### src/rtl/rf_wb_scoreboard_pkg.sv
// Shared types and constants for the register-file writeback scoreboard.
package rf_pkg;

  localparam int XLEN   = 32;
  localparam int NREGS  = 32;
  localparam int REG_AW = 5;

  typedef logic [REG_AW-1:0] reg_addr_t;
  typedef logic [XLEN-1:0]   xlen_t;

  // One writeback request as presented by an execution unit.
  typedef struct packed {
    logic      valid;
    reg_addr_t rd;
    xlen_t     data;
  } wb_req_t;

  // Select between two writeback requests (sel=1 picks b).
  function automatic wb_req_t wb_pick(input logic sel, input wb_req_t a, input wb_req_t b);
    return sel ? b : a;
  endfunction

endpackage

### src/rtl/rf_wb_scoreboard_rr_arb2.sv
// Two-input round-robin arbiter. Input 0 is ALU, input 1 is LSU.
// last_lsu remembers who won the most recent conflict; the other side wins the next one.
module rr_arb2
  import rf_pkg::*;
(
  input  logic       clk,
  input  logic       rst_n,
  input  logic [1:0] req_i,
  output logic [1:0] gnt_o
);

  logic last_lsu_q;
  logic last_lsu_d;
  logic conflict;

  // Grant decode: a lone requester always wins, a conflict goes to whoever did not win last.
  always_comb begin
    conflict   = req_i[0] && req_i[1];
    gnt_o[1]   = req_i[1] && (!req_i[0] || !last_lsu_q);
    gnt_o[0]   = req_i[0] && (!req_i[1] ||  last_lsu_q);
    last_lsu_d = conflict ? gnt_o[1] : last_lsu_q;
  end

  // Priority pointer; only moves on conflict cycles so a lone request never skews fairness.
  always_ff @(posedge clk) begin
    if (!rst_n) last_lsu_q <= 1'b0;
    else        last_lsu_q <= last_lsu_d;
  end

endmodule

### src/rtl/rf_wb_scoreboard.sv
// Write-port arbiter and RAW/WAW scoreboard in front of the 32x32 register file.
// Writeback muxing is purely combinational so the register file writes on the same edge.
module rf_wb_scoreboard
  import rf_pkg::*;
#(
  parameter int XLEN  = rf_pkg::XLEN,
  parameter int NREGS = rf_pkg::NREGS
) (
  input  logic              clk,
  input  logic              rst_n,
  input  logic              iss_valid,
  input  logic [REG_AW-1:0] iss_rd,
  input  logic [REG_AW-1:0] iss_rs1,
  input  logic [REG_AW-1:0] iss_rs2,
  input  logic              iss_we,
  input  logic              iss_use1,
  input  logic              iss_use2,
  output logic              iss_ready,
  input  logic              alu_wb_valid,
  input  logic [REG_AW-1:0] alu_wb_rd,
  input  logic [XLEN-1:0]   alu_wb_data,
  output logic              alu_wb_ready,
  input  logic              lsu_wb_valid,
  input  logic [REG_AW-1:0] lsu_wb_rd,
  input  logic [XLEN-1:0]   lsu_wb_data,
  output logic              lsu_wb_ready,
  output logic              rf_we,
  output logic [REG_AW-1:0] rf_waddr,
  output logic [XLEN-1:0]   rf_wdata,
  output logic [NREGS-1:0]  busy
);

  logic [NREGS-1:0] busy_q;
  logic [NREGS-1:0] busy_d;
  logic [1:0]       gnt;
  logic             hazard;
  logic             iss_fire;
  wb_req_t          alu_req;
  wb_req_t          lsu_req;
  wb_req_t          win_req;

  assign alu_req = '{valid: alu_wb_valid, rd: alu_wb_rd, data: alu_wb_data};
  assign lsu_req = '{valid: lsu_wb_valid, rd: lsu_wb_rd, data: lsu_wb_data};

  rr_arb2 u_arb (
    .clk   (clk),
    .rst_n (rst_n),
    .req_i ({lsu_req.valid, alu_req.valid}),
    .gnt_o (gnt)
  );

  // Hazard check against the registered scoreboard only; no bypass from this cycle's commit.
  always_comb begin
    hazard    = (iss_use1 && busy_q[iss_rs1]) ||
                (iss_use2 && busy_q[iss_rs2]) ||
                (iss_we   && busy_q[iss_rd]);
    iss_ready = rst_n && !hazard;
    iss_fire  = iss_valid && iss_ready;
  end

  // Writeback commit: grants are suppressed in reset so nothing is consumed then.
  always_comb begin
    alu_wb_ready = rst_n && gnt[0];
    lsu_wb_ready = rst_n && gnt[1];
    win_req      = wb_pick(gnt[1], alu_req, lsu_req);
    rf_we        = (alu_wb_ready || lsu_wb_ready) && (win_req.rd != '0);
    rf_waddr     = win_req.rd;
    rf_wdata     = win_req.data;
  end

  // x0 never becomes busy.
  always_comb busy_d[0] = 1'b0;

  // Per-register next state: an issue setting rd beats a commit clearing it in the same cycle.
  for (genvar gi = 1; gi < NREGS; gi++) begin : g_busy
    logic set_bit;
    logic clr_bit;
    always_comb begin
      set_bit    = iss_fire && iss_we && (iss_rd == REG_AW'(gi));
      clr_bit    = rf_we && (rf_waddr == REG_AW'(gi));
      busy_d[gi] = set_bit ? 1'b1 : (clr_bit ? 1'b0 : busy_q[gi]);
    end
  end

  // Scoreboard register; reset wipes all in-flight tracking.
  always_ff @(posedge clk) begin
    if (!rst_n) busy_q <= '0;
    else        busy_q <= busy_d;
  end

  assign busy = busy_q;

endmodule

### config.mk
export PLATFORM = sky130hd
export DESIGN_NAME = rf_wb_scoreboard
export DESIGN_NICKNAME = d
export VERILOG_FILES = /design/src/rtl/rf_wb_scoreboard_pkg.sv /design/src/rtl/rf_wb_scoreboard_rr_arb2.sv /design/src/rtl/rf_wb_scoreboard.sv
export SDC_FILE = /design/constraint.sdc
export NUM_CORES = 1
export LEC_CHECK = 0
export CAP_MARGIN = 20
export CORE_MARGIN = 8
export CORE_UTILIZATION = 39
export DETAILED_ROUTE_END_ITERATION = 12
export GPL_TIMING_DRIVEN = 0
export PLACE_DENSITY = 0.83
export SLEW_MARGIN = 20
export SYNTH_ARGS = -nofsm -noshare
export SYNTH_HDL_FRONTEND = slang
export SYNTH_SLANG_ARGS = --single-unit
### constraint.sdc
create_clock -name clk -period 3.2 [get_ports clk]
set_clock_uncertainty 0.1 [all_clocks]
set_input_delay 0.64 -clock clk [delete_from_list [all_inputs] [get_ports clk]]
set_output_delay 0.64 -clock clk [all_outputs]
set_load 0.05 [all_outputs]
Word-level counts from Yosys, hierarchy flattened
Index checks and enable logic that the tools add are counted.
W data, S select, Z words.
{"block": "word_totals", "ff_bits": 33}
{"block": "op_classes", "n_lt_le_gt_ge": 3, "eq_ne": 62, "mux": 69, "reduce_logical": 115}
{"op": "$eq A5 B5 Y1 const B", "count": 32}
{"op": "$eq A5 B4 Y1 const B", "count": 16}
{"op": "$logic_and A1 B1 Y1", "count": 74}
{"op": "$mux W1", "count": 65}
{"op": "$reduce_bool A2 Y1", "count": 31}
{"op": "$eq A5 B3 Y1 const B", "count": 8}
{"op": "$mux W37", "count": 1}
{"op": "$eq A5 B2 Y1 const B", "count": 4}
{"op": "$lt A5 B6 Y1 const B", "count": 3}
{"op": "$bmux W1 S5", "count": 3}
{"op": "$eq A5 B1 Y1 const B", "count": 2}
{"op": "$logic_or A1 B1 Y1", "count": 5}
{"op": "$reduce_bool A5 Y1", "count": 1}
{"op": "$logic_not A1 Y1", "count": 4}

Longest topological paths before layout
Gate-level depths: netlist of run 1.
{"block": "logic_depth", "depth_word": 11, "ltp_mapped": 8, "ltp_nobuf": 7}

Cells and area by module
From an unflattened synthesis of run 1, not the netlist that was laid out.
{"block": "unflattened", "cells_unflattened": 335, "hier_area_um2": 2904.0}
{"mod": "rf_wb_scoreboard", "n_inst": 1, "cells_per_inst": 327, "area_per_inst_um2": 2841.5}
{"mod": "rr_arb2", "n_inst": 1, "cells_per_inst": 8, "area_per_inst_um2": 62.6}

Worst setup path after synthesis of run 1
OpenSTA, ideal clock, no wires.
{"block": "synth_timing", "path_type": "input -> output", "start": "input port iss_rs2[1]", "end": "output port iss_ready", "t_arrival_ns": 3.265, "required_time_ns": 2.460, "path_slack_ns": -0.805, "stages": 8, "cell_sequence": "buf_2 -> mux4_2 -> mux2_2 -> nand4_1 -> o211a_1 -> o211ai_4 -> buf_2 -> a211oi_1"}
{"block": "synth_between", "elab_chain_cells": 7}
{"element": "start, declared", "line": "rf_wb_scoreboard.sv:14", "source": "input logic [REG_AW-1:0] iss_rs2,"}
{"element": "$bmux W1 S5", "line": "rf_wb_scoreboard.sv:55", "source": "(iss_use2 && busy_q[iss_rs2]) ||"}
{"element": "$mux W1 (implied by the code)", "line": "rf_wb_scoreboard.sv:55"}
{"element": "$logic_and A1 B1 Y1", "line": "rf_wb_scoreboard.sv:55"}
{"element": "$logic_or A1 B1 Y1", "line": "rf_wb_scoreboard.sv:54", "source": "hazard = (iss_use1 && busy_q[iss_rs1]) ||"}
{"element": "$logic_or A1 B1 Y1", "line": "rf_wb_scoreboard.sv:55"}
{"element": "$logic_not A1 Y1", "line": "rf_wb_scoreboard.sv:57", "source": "iss_ready = rst_n && !hazard;"}
{"element": "$logic_and A1 B1 Y1", "line": "rf_wb_scoreboard.sv:57"}
{"element": "end, declared", "line": "rf_wb_scoreboard.sv:18", "source": "output logic iss_ready,"}
Every way passes these cells. The select of a mux whose other input is x is not followed.

Worst setup path in the final report of run 1
{"block": "layout_timing", "start": "input port lsu_wb_valid", "end": "output port rf_we"}
{"block": "layout_between", "elab_chain_cells": 6}
{"element": "start, declared", "line": "rf_wb_scoreboard.sv:23", "source": "input logic lsu_wb_valid,"}
{"element": "branches (longest 5 deep; another with $mux W37)"}
{"element": "$logic_and A1 B1 Y1 *", "line": "rf_wb_scoreboard.sv:66", "source": "rf_we = (alu_wb_ready || lsu_wb_ready) && (win_req.rd != '0);"}
{"element": "end, declared", "line": "rf_wb_scoreboard.sv:27", "source": "output logic rf_we,"}
Every way passes the cells marked *.

==> results of run 1 <==
[cells by family (layout without fill, tap and decap cells)]
kind of cell	after synthesis	after routing	share of synthesized area, %
other	1	1	0.131
DFF	32	32	22.4
buffers and inverters	34	212	5.46
xor gates and xnor gates	1	1	0.306
and+or+nand+nor	96	96	17.7
AOI/OAI and AO/OA	75	75	20.5
muxes	70	70	33.5
[worst max path at each step]
stage	start	to	slack, ns	depth (start not counted)
floorplan	iss_rs1[0]	iss_ready	-0.05	8
global placement	iss_rs1[1]	iss_ready	-1.31	10
detailed placement	iss_rs1[1]	iss_ready	-1.35	10
global route	lsu_wb_valid	rf_we	0.01	9
CTS	iss_rs1[0]	iss_ready	-0.07	9
finish	lsu_wb_valid	rf_we	0.07	8
[cells in the mapped netlist (all sizes together), types with 2 or more instances]
cell,n
mux2,37
dfxtp,32
nand2,31
o211ai,24
mux4,17
mux2i,16
o41ai,16
buf,14
clkbuf,13
nor2,12
o21ai,9
inv,7
nand3,6
nand4,6
nor2b,6
nor4,6
o31ai,6
nand2b,5
nand3b,5
a21o,4
and2,4
nor3b,4
nor3,3
o22ai,3
a2111oi,2
a21oi,2
and3,2
nand4b,2
o32ai,2
or2,2
[worst register-to-register path, delay by kind of cell, from the launching register on]
| kind | cells | cell delay (ns) |
|---|---|---|
| buffers and inverters | 3 | 0.49 |
| AOI/OAI and AO/OA | 3 | 0.70 |
| muxes | 3 | 0.85 |
| DFF | 1 | 0.37 |
[sequential cells by signal (all words and copies together) (netlist names)]
| name | cells |
|---|---|
| u_arb.last_lsu_q | 1 |
| busy | 31 |
[per-stage QoR]
stage          power [W]  std cells  instance area (sq um)  setup TNS [ns]  utilization, %
2_1_floorplan   0.000776        309                   2900         -0.0522               -
3_3_place_gp     0.00103        569                   4640          -38.38            64.6
3_5_place_dp     0.00104        569                   4640          -40.88            64.6
4_1_cts          0.00143        583                   4860         -0.0653            67.7
5_1_grt          0.00148        586                   4950               0            68.9
6_report         0.00144        586                   4950               0            68.9
[final cells by class]
cell class | instances | share of cell area (%)
Multi-Input combinational cell | 243 | 44.4
Inverter | 7 | 0.531
Sequential cell | 32 | 12.9
Tap cell | 99 | 2.50
Clock buffer | 6 | 1.47
Clock inverter | 2 | 0.708
Buffer | 25 | 3.84
Timing Repair Buffer | 172 | 33.6
[power groups by stage]
stage                     registers [W]  clock network (W)  logic, W
after floorplan                0.000422                  0  0.000353
after global placement         0.000416                  0  0.000617
after detailed placement       0.000416                  0  0.000621
after CTS                      0.000407           0.000388  0.000631
after global routing           0.000408           0.000402  0.000672
final                          0.000407           0.000392  0.000644
[layout by cell type, fill, tap and decap left out, types with 3 or more instances in the layout]
cell type        Yosys  final
nor2_1              12     10
clkdlybuf4s15_2      0     20
clkbuf_8             0      6
mux2_2              35     34
nand2_1             31     31
inv_2                1      3
nand3b_1             5      5
nand2b_1             5      5
o211ai_1            23     23
o22ai_1              3      3
o21ai_1              7      6
buf_2                8     15
clkdlybuf4s50_1      0    116
a21o_1               4      4
dlygate4sd2_1        0      7
and2_1               4      4
o31ai_1              6      6
mux2i_1             16     12
nand3_1              6      6
inv_1                6      4
nor4_1               6      5
nand4_1              6      6
clkbuf_1            13      4
buf_4                1     11
nor2b_1              6      6
nor3_1               3      3
dfxtp_1             32     32
clkbuf_4             0      5
o41ai_1             15     15
clkbuf_2             0      5
mux4_2              17     17
buf_6                2      8
[timing repair]
item,4_1_cts,5_1_grt
cloned,1,0
endpoints found under the hold margin,0,0
gates resized for setup,181,21
pin swaps,7,7
endpoints found under the setup margin,41,18
buffers inserted,6,4
[layer usage]
layer  vias to the layer above  wire [um]  GRT usage (%)
li1                       1576          -              -
met4                         0        367           7.90
met5                         -          0              0
met3                        38       1680           9.35
met1                      1590       4430           26.3
met2                       259       7140           48.1
==> metrics.md, run 1 <==
| Metric | Value |
|---|---|
| Predominant post-synthesis flop cell | dfxtp_1 |
| Number of synthesized register bits | 32 |
| Via count | between 3000 and 4000 |
| Fmax | around 0.32 GHz |
| Minimum clock period after layout | between 3 and 4 ns |
| Startpoint Class | primary input |
| Clock sink count | 32 |
| Total GRT Usage | 25.9% |
| Count of flip-flops with a built-in enable after synthesis | 0 |
| Synthesized area | about 2900 sq um |
| Die area | roughly 10000 sq um |
| Worst-path clk slew | approximately 0.060 ns |
| Mean Syn Cell Area | 9.26 sq um |
| Dpl hpwl | 10900 um |
| Num rows | 31 |
| CTS Hold Bufs | 0 |
| Switching pwr | approximately 0.00054 W |
| Distinct cells, synth | 50 |
| Worst Hold Path EP | busy[21]$_SDFFE_PN0P_ |
| Final Max Tran Viols | 0 |
| Post-synthesis cell count | 309 |
| Root buffer cell | clkbuf_8 |
| Port Buf Inserts | between 150 and 200 |
| First-pass GRT wire length | just over 20000 um |
| Layout cells sized above 1 | 30.8% |
| Sw Ratio | a little under two fifths |
| Synth warnings | 0 |
| Die width | around 100 um |
| Inserted Diodes | 0 |
| Worst EP arrival | approximately 2.4 ns |
| Leak | between 1.5 and 2 nW |
| Wire length per cell | between 20 and 25 um |
| Fin Hold WS | between 0.4 and 0.5 ns |
| DR iter-0 viols | around 280 |
| Unrepaired setup endpoints after global routing | no |
| Post-Place Setup Slack | -1.35 ns |
| CTS tree | done |
| Worst setup EP type | primary output |
| Setup Viol. Count Final | 0 |
| Synth area leader | dfxtp_1 |
| Crit-path cells | dlygate4sd2_1, a21boi_4, buf_12, mux2_4, or2_4, nor4_4, nor2_2, buf_6 |
| Reg-to-Reg Start | busy[23]$_SDFFE_PN0P_ |
| Initial antenna violation count | 0 |
| Seq pwr share | between 20 and 30% |
| Fin crit share | 97.8% |
| Register-to-Register Setup Slack | around 0.59 ns |
| Max_cap viols | 0 |
| Path type of the worst setup path | in -> out |
| PD cells | roughly 290 nW/um^2 |
| Yosys top cell area share | roughly 22% |
| Final Hold Viols | 0 |
| Routability Congestion | between 0.8 and 0.9 |
| Worst Max-Slew Pin Slew | roughly 0.59 ns |
| Worst path top cell family by delay | simple AND/OR/NAND/NOR gates |
| Syn Nets | a little over 400 |
| I/O Pins | 170 |
| Largest net degree at the start of global routing | 11 |
| Grt ovf | 0 |
| Post-route ant nets | 0 |
| R2r endpoint | busy[12]$_SDFFE_PN0P_ |
| Register Area | about 640 sq um |
| Status | complete, no violations |
| H-tree Lvls | 2 |
| Worst-Skew Late Latency | about 0.29 ns |
| Multi-input logic area | roughly 2200 sq um |
| Worst rel slew slack | 60.8% |
| Initial cell density of the core | roughly 40% |
| Max VDD drop | 156 uV |
| Crit path largest cell delay | 0.33 ns |
| Final-layout fill cell count | ~560 |
| Int Pwr | around 0.0009 W |
| # nets final | ~580 |
| WL final | around 14000 um |
| Asr flop ratio synth | 0% |
| # DRC | 0 |
| Register area share after synthesis | approximately 22% |
| Reg2Reg Depth | 9 |
| Clock share of power | between 20% and 30% |
| Logic pwr share | between 40% and 50% |
| Slowest-stage cell, CP | mux2_4 |
| Worst setup margin | 0.0689 ns |
| Total CTS buffers | 5 |
| Path category of the worst min-delay check | reg -> reg |
| Syn-to-layout area delta | 72.8% |
| Longest Clk Path Bufs | 2 |
| Chip height | between 100 and 150 um |
| Initial DRT Pass Iterations | 6 |
| Vias in the first global route | about 3600 |
| Req. time, crit path | around 2.5 ns |
| Vias per cell | 5.91 |
| Hold path depth | 2 |
| Crit path buffers/inverters | 3 |
| Critical Path Fanout Max | 7 |
| Core area | 7180 sq um |
| Hold Path Origin | busy[21]$_SDFFE_PN0P_ |
| Largest cells by area after synthesis | dfxtp_1, mux2_2, mux4_2 |
Note: power is estimated with default switching activity, not from simulation.
==> run 2, diff against run 1 <==
ABC_AREA = 0   (was not set)
CAP_MARGIN = not set   (was 20)
==> results of run 2 <==
Final layout, timing and power as in run 1 (identical DEF).
==> run 3, diff against run 2 <==
CORE_MARGIN = 2   (was 8)
==> metrics.md, run 3 (synthesis gave the netlist of run 1 again) <==
| Metric | Value |
|---|---|
| Max VDD drop | 198 uV |
| Die area | a little over 8000 sq um |
| Worst Max-Slew Pin Slew | between 0.5 and 0.6 ns |
| Routability Congestion | roughly 0.94 |
| DR iter-0 viols | between 300 and 400 |
| Initial antenna violation count | 0 |
| PD cells | 276 nW/um^2 |
| Total CTS buffers | 5 |
| Layout cells sized above 1 | 31.1% |
| Commonest non-fill, non-tap cell in the layout | clkdlybuf4s50_1 |
| Clock share of power | roughly a quarter |
| Req. time, crit path | ~2.5 ns |
| Max Used Layer | met4 |
| Worst setup EP type | primary output |
| Fmax | approximately 0.31 GHz |
| Sw Ratio | between 30% and 40% |
| Die width | around 90 um |
| Fin Hold WS | 0.457 ns |
| Via count | 3543 |
| Syn-to-layout area delta | 74.0% |
| Grt ovf | 0 |
| Core area | between 7000 and 8000 sq um |
| Int Pwr | approximately 0.00085 W |
| Number of flip-flops in the largest register | 31 |
| Root buffer cell | clkbuf_8 |
| Hold path depth | 2 |
| Most frequent cells in the layout | clkdlybuf4s50_1, mux2_2, dfxtp_1 |
| Longest Clk Path Bufs | 2 |
| Placed cells | around 570 |
| Hold Path Origin | busy[23]$_SDFFE_PN0P_ |
| Vias in the first global route | about 3500 |
| Num rows | 31 |
| Fin crit share | 99.8% |
| R2r endpoint | busy[5]$_SDFFE_PN0P_ |
| I/O Pins | 170 |
| Worst EP arrival | 2.45 ns |
| WL final | approximately 12000 um |
| Status | complete, no violations |
| Post-Place Setup Slack | -1.34 ns |
| Initial cell density of the core | about 40% |
| Final Util | 69.4% |
| CTS Hold Bufs | 0 |
| Initial DRT Pass Iterations | 5 |
| Clock sink count | 32 |
| Post-route ant nets | 0 |
| Worst-path clk slew | ~0.06 ns |
| Chip height | between 80 and 90 um |
| Reg-to-Reg Start | busy[18]$_SDFFE_PN0P_ |
| Path category of the worst min-delay check | reg -> reg |
| Largest net degree at the start of global routing | 11 |
| Dpl hpwl | 9160 um |
| Max_cap viols | 0 |
| Worst Hold Path EP | busy[23]$_SDFFE_PN0P_ |
| Final Non-Filler Cells | between 500 and 600 |
| Minimum clock period after layout | around 3.2 ns |
| First-pass GRT wire length | ~18000 um |
| Met1 WL | 4230 um |
| H-tree Lvls | 2 |
| Register-to-Register Setup Slack | between 0.6 and 0.7 ns |
| Path type of the worst setup path | in -> out |
| Total GRT Usage | between 20% and 30% |
| Switching pwr | between 0.0005 and 0.0006 W |
| Worst setup margin | 0.00726 ns |
| Inserted Diodes | 0 |
| Logic pwr share | between 40% and 50% |
| Final Hold Viols | 0 |
| # nets final | a little under 600 |
| Startpoint Class | primary input |
| # DRC | 0 |
| Setup Viol. Count Final | 0 |
| Unrepaired setup endpoints after global routing | yes |
| Reg2Reg Depth | 9 |
| Leak | about 1.8 nW |
| Wire length per cell | 20.5 um |
| Critical Path Fanout Max | 8 |
| CTS tree | done |
| DR WL met2 | between 6000 and 7000 um |
| Worst rel slew slack | around 64% |
| Final Max Tran Viols | 0 |
| Metal3 WL | 1240 um |
| Seq pwr share | around 30% |
| Vias per cell | 6.04 |
| Worst-Skew Late Latency | 0.29 ns |
| Port Buf Inserts | 161 |
## run 3: worst max-delay path: stages
cell and delay, ns:
buf_6 0.13, mux4_2 0.51, mux2i_2 0.22, mux2i_1 0.13
o21ai_2 0.20, o211ai_4 0.10, buf_6 0.13, a211oi_4 0.19
buf_6 0.19
## run 3: how the worst max path moves through the flow
stage | endpoint | depth (start not counted) | slack (ns) | start
2_1_floorplan | iss_ready | 8 | -0.05 | iss_rs1[0]
3_3_place_gp | iss_ready | 10 | -1.34 | iss_rs1[1]
3_5_place_dp | iss_ready | 10 | -1.34 | iss_rs1[1]
4_1_cts | iss_ready | 11 | -0.09 | iss_rs1[1]
5_1_grt | iss_ready | 9 | -0.02 | iss_rs1[0]
6_report | iss_ready | 9 | 0.007 | iss_rs1[0]
## run 3: timing repair
item / in CTS / in global routing
setup buffers: 6 / 5
pin swaps: 6 / 6
gates cloned: 0 / 0
endpoints found under the setup margin: 41 / 19
resized for setup: 155 / 27
## run 3: cell type report
class / instances / area [sq um]
Buffer: 26 / 196
Clock buffer: 8 / 90.1
Fill cell: 538 / 2200
Inverter: 7 / 26.3
Multi-Input combinational cell: 243 / 2180
Sequential cell: 32 / 641
Tap cell: 99 / 124
Timing Repair Buffer: 172 / 1730
## run 3: metrics by stage
stage          total power (W)  cell area (sq um)  TNS, ns
2_1_floorplan         0.000776               2900  -0.0522
3_3_place_gp           0.00102               4640   -37.48
3_5_place_dp           0.00103               4640   -39.55
4_1_cts                0.00135               4900  -0.0928
5_1_grt                0.00141               4980  -0.0165
6_report               0.00137               4980        0
## run 3: per-layer routing
metal  track usage, %  vias up
met4             10.6        0
met2             53.9      254
met3             7.31       27
met5                0        -
li1                 -     1578
met1             33.8     1684
## run 3: power groups by stage
stage / clock [W] / combinational [W] / sequential, W
floorplan: 0 / 0.000353 / 0.000422
global placement: 0 / 0.000605 / 0.000416
detailed placement: 0 / 0.000612 / 0.000416
CTS: 0.000319 / 0.000626 / 0.000408
global route: 0.000331 / 0.000673 / 0.000408
finish: 0.000321 / 0.000644 / 0.000408
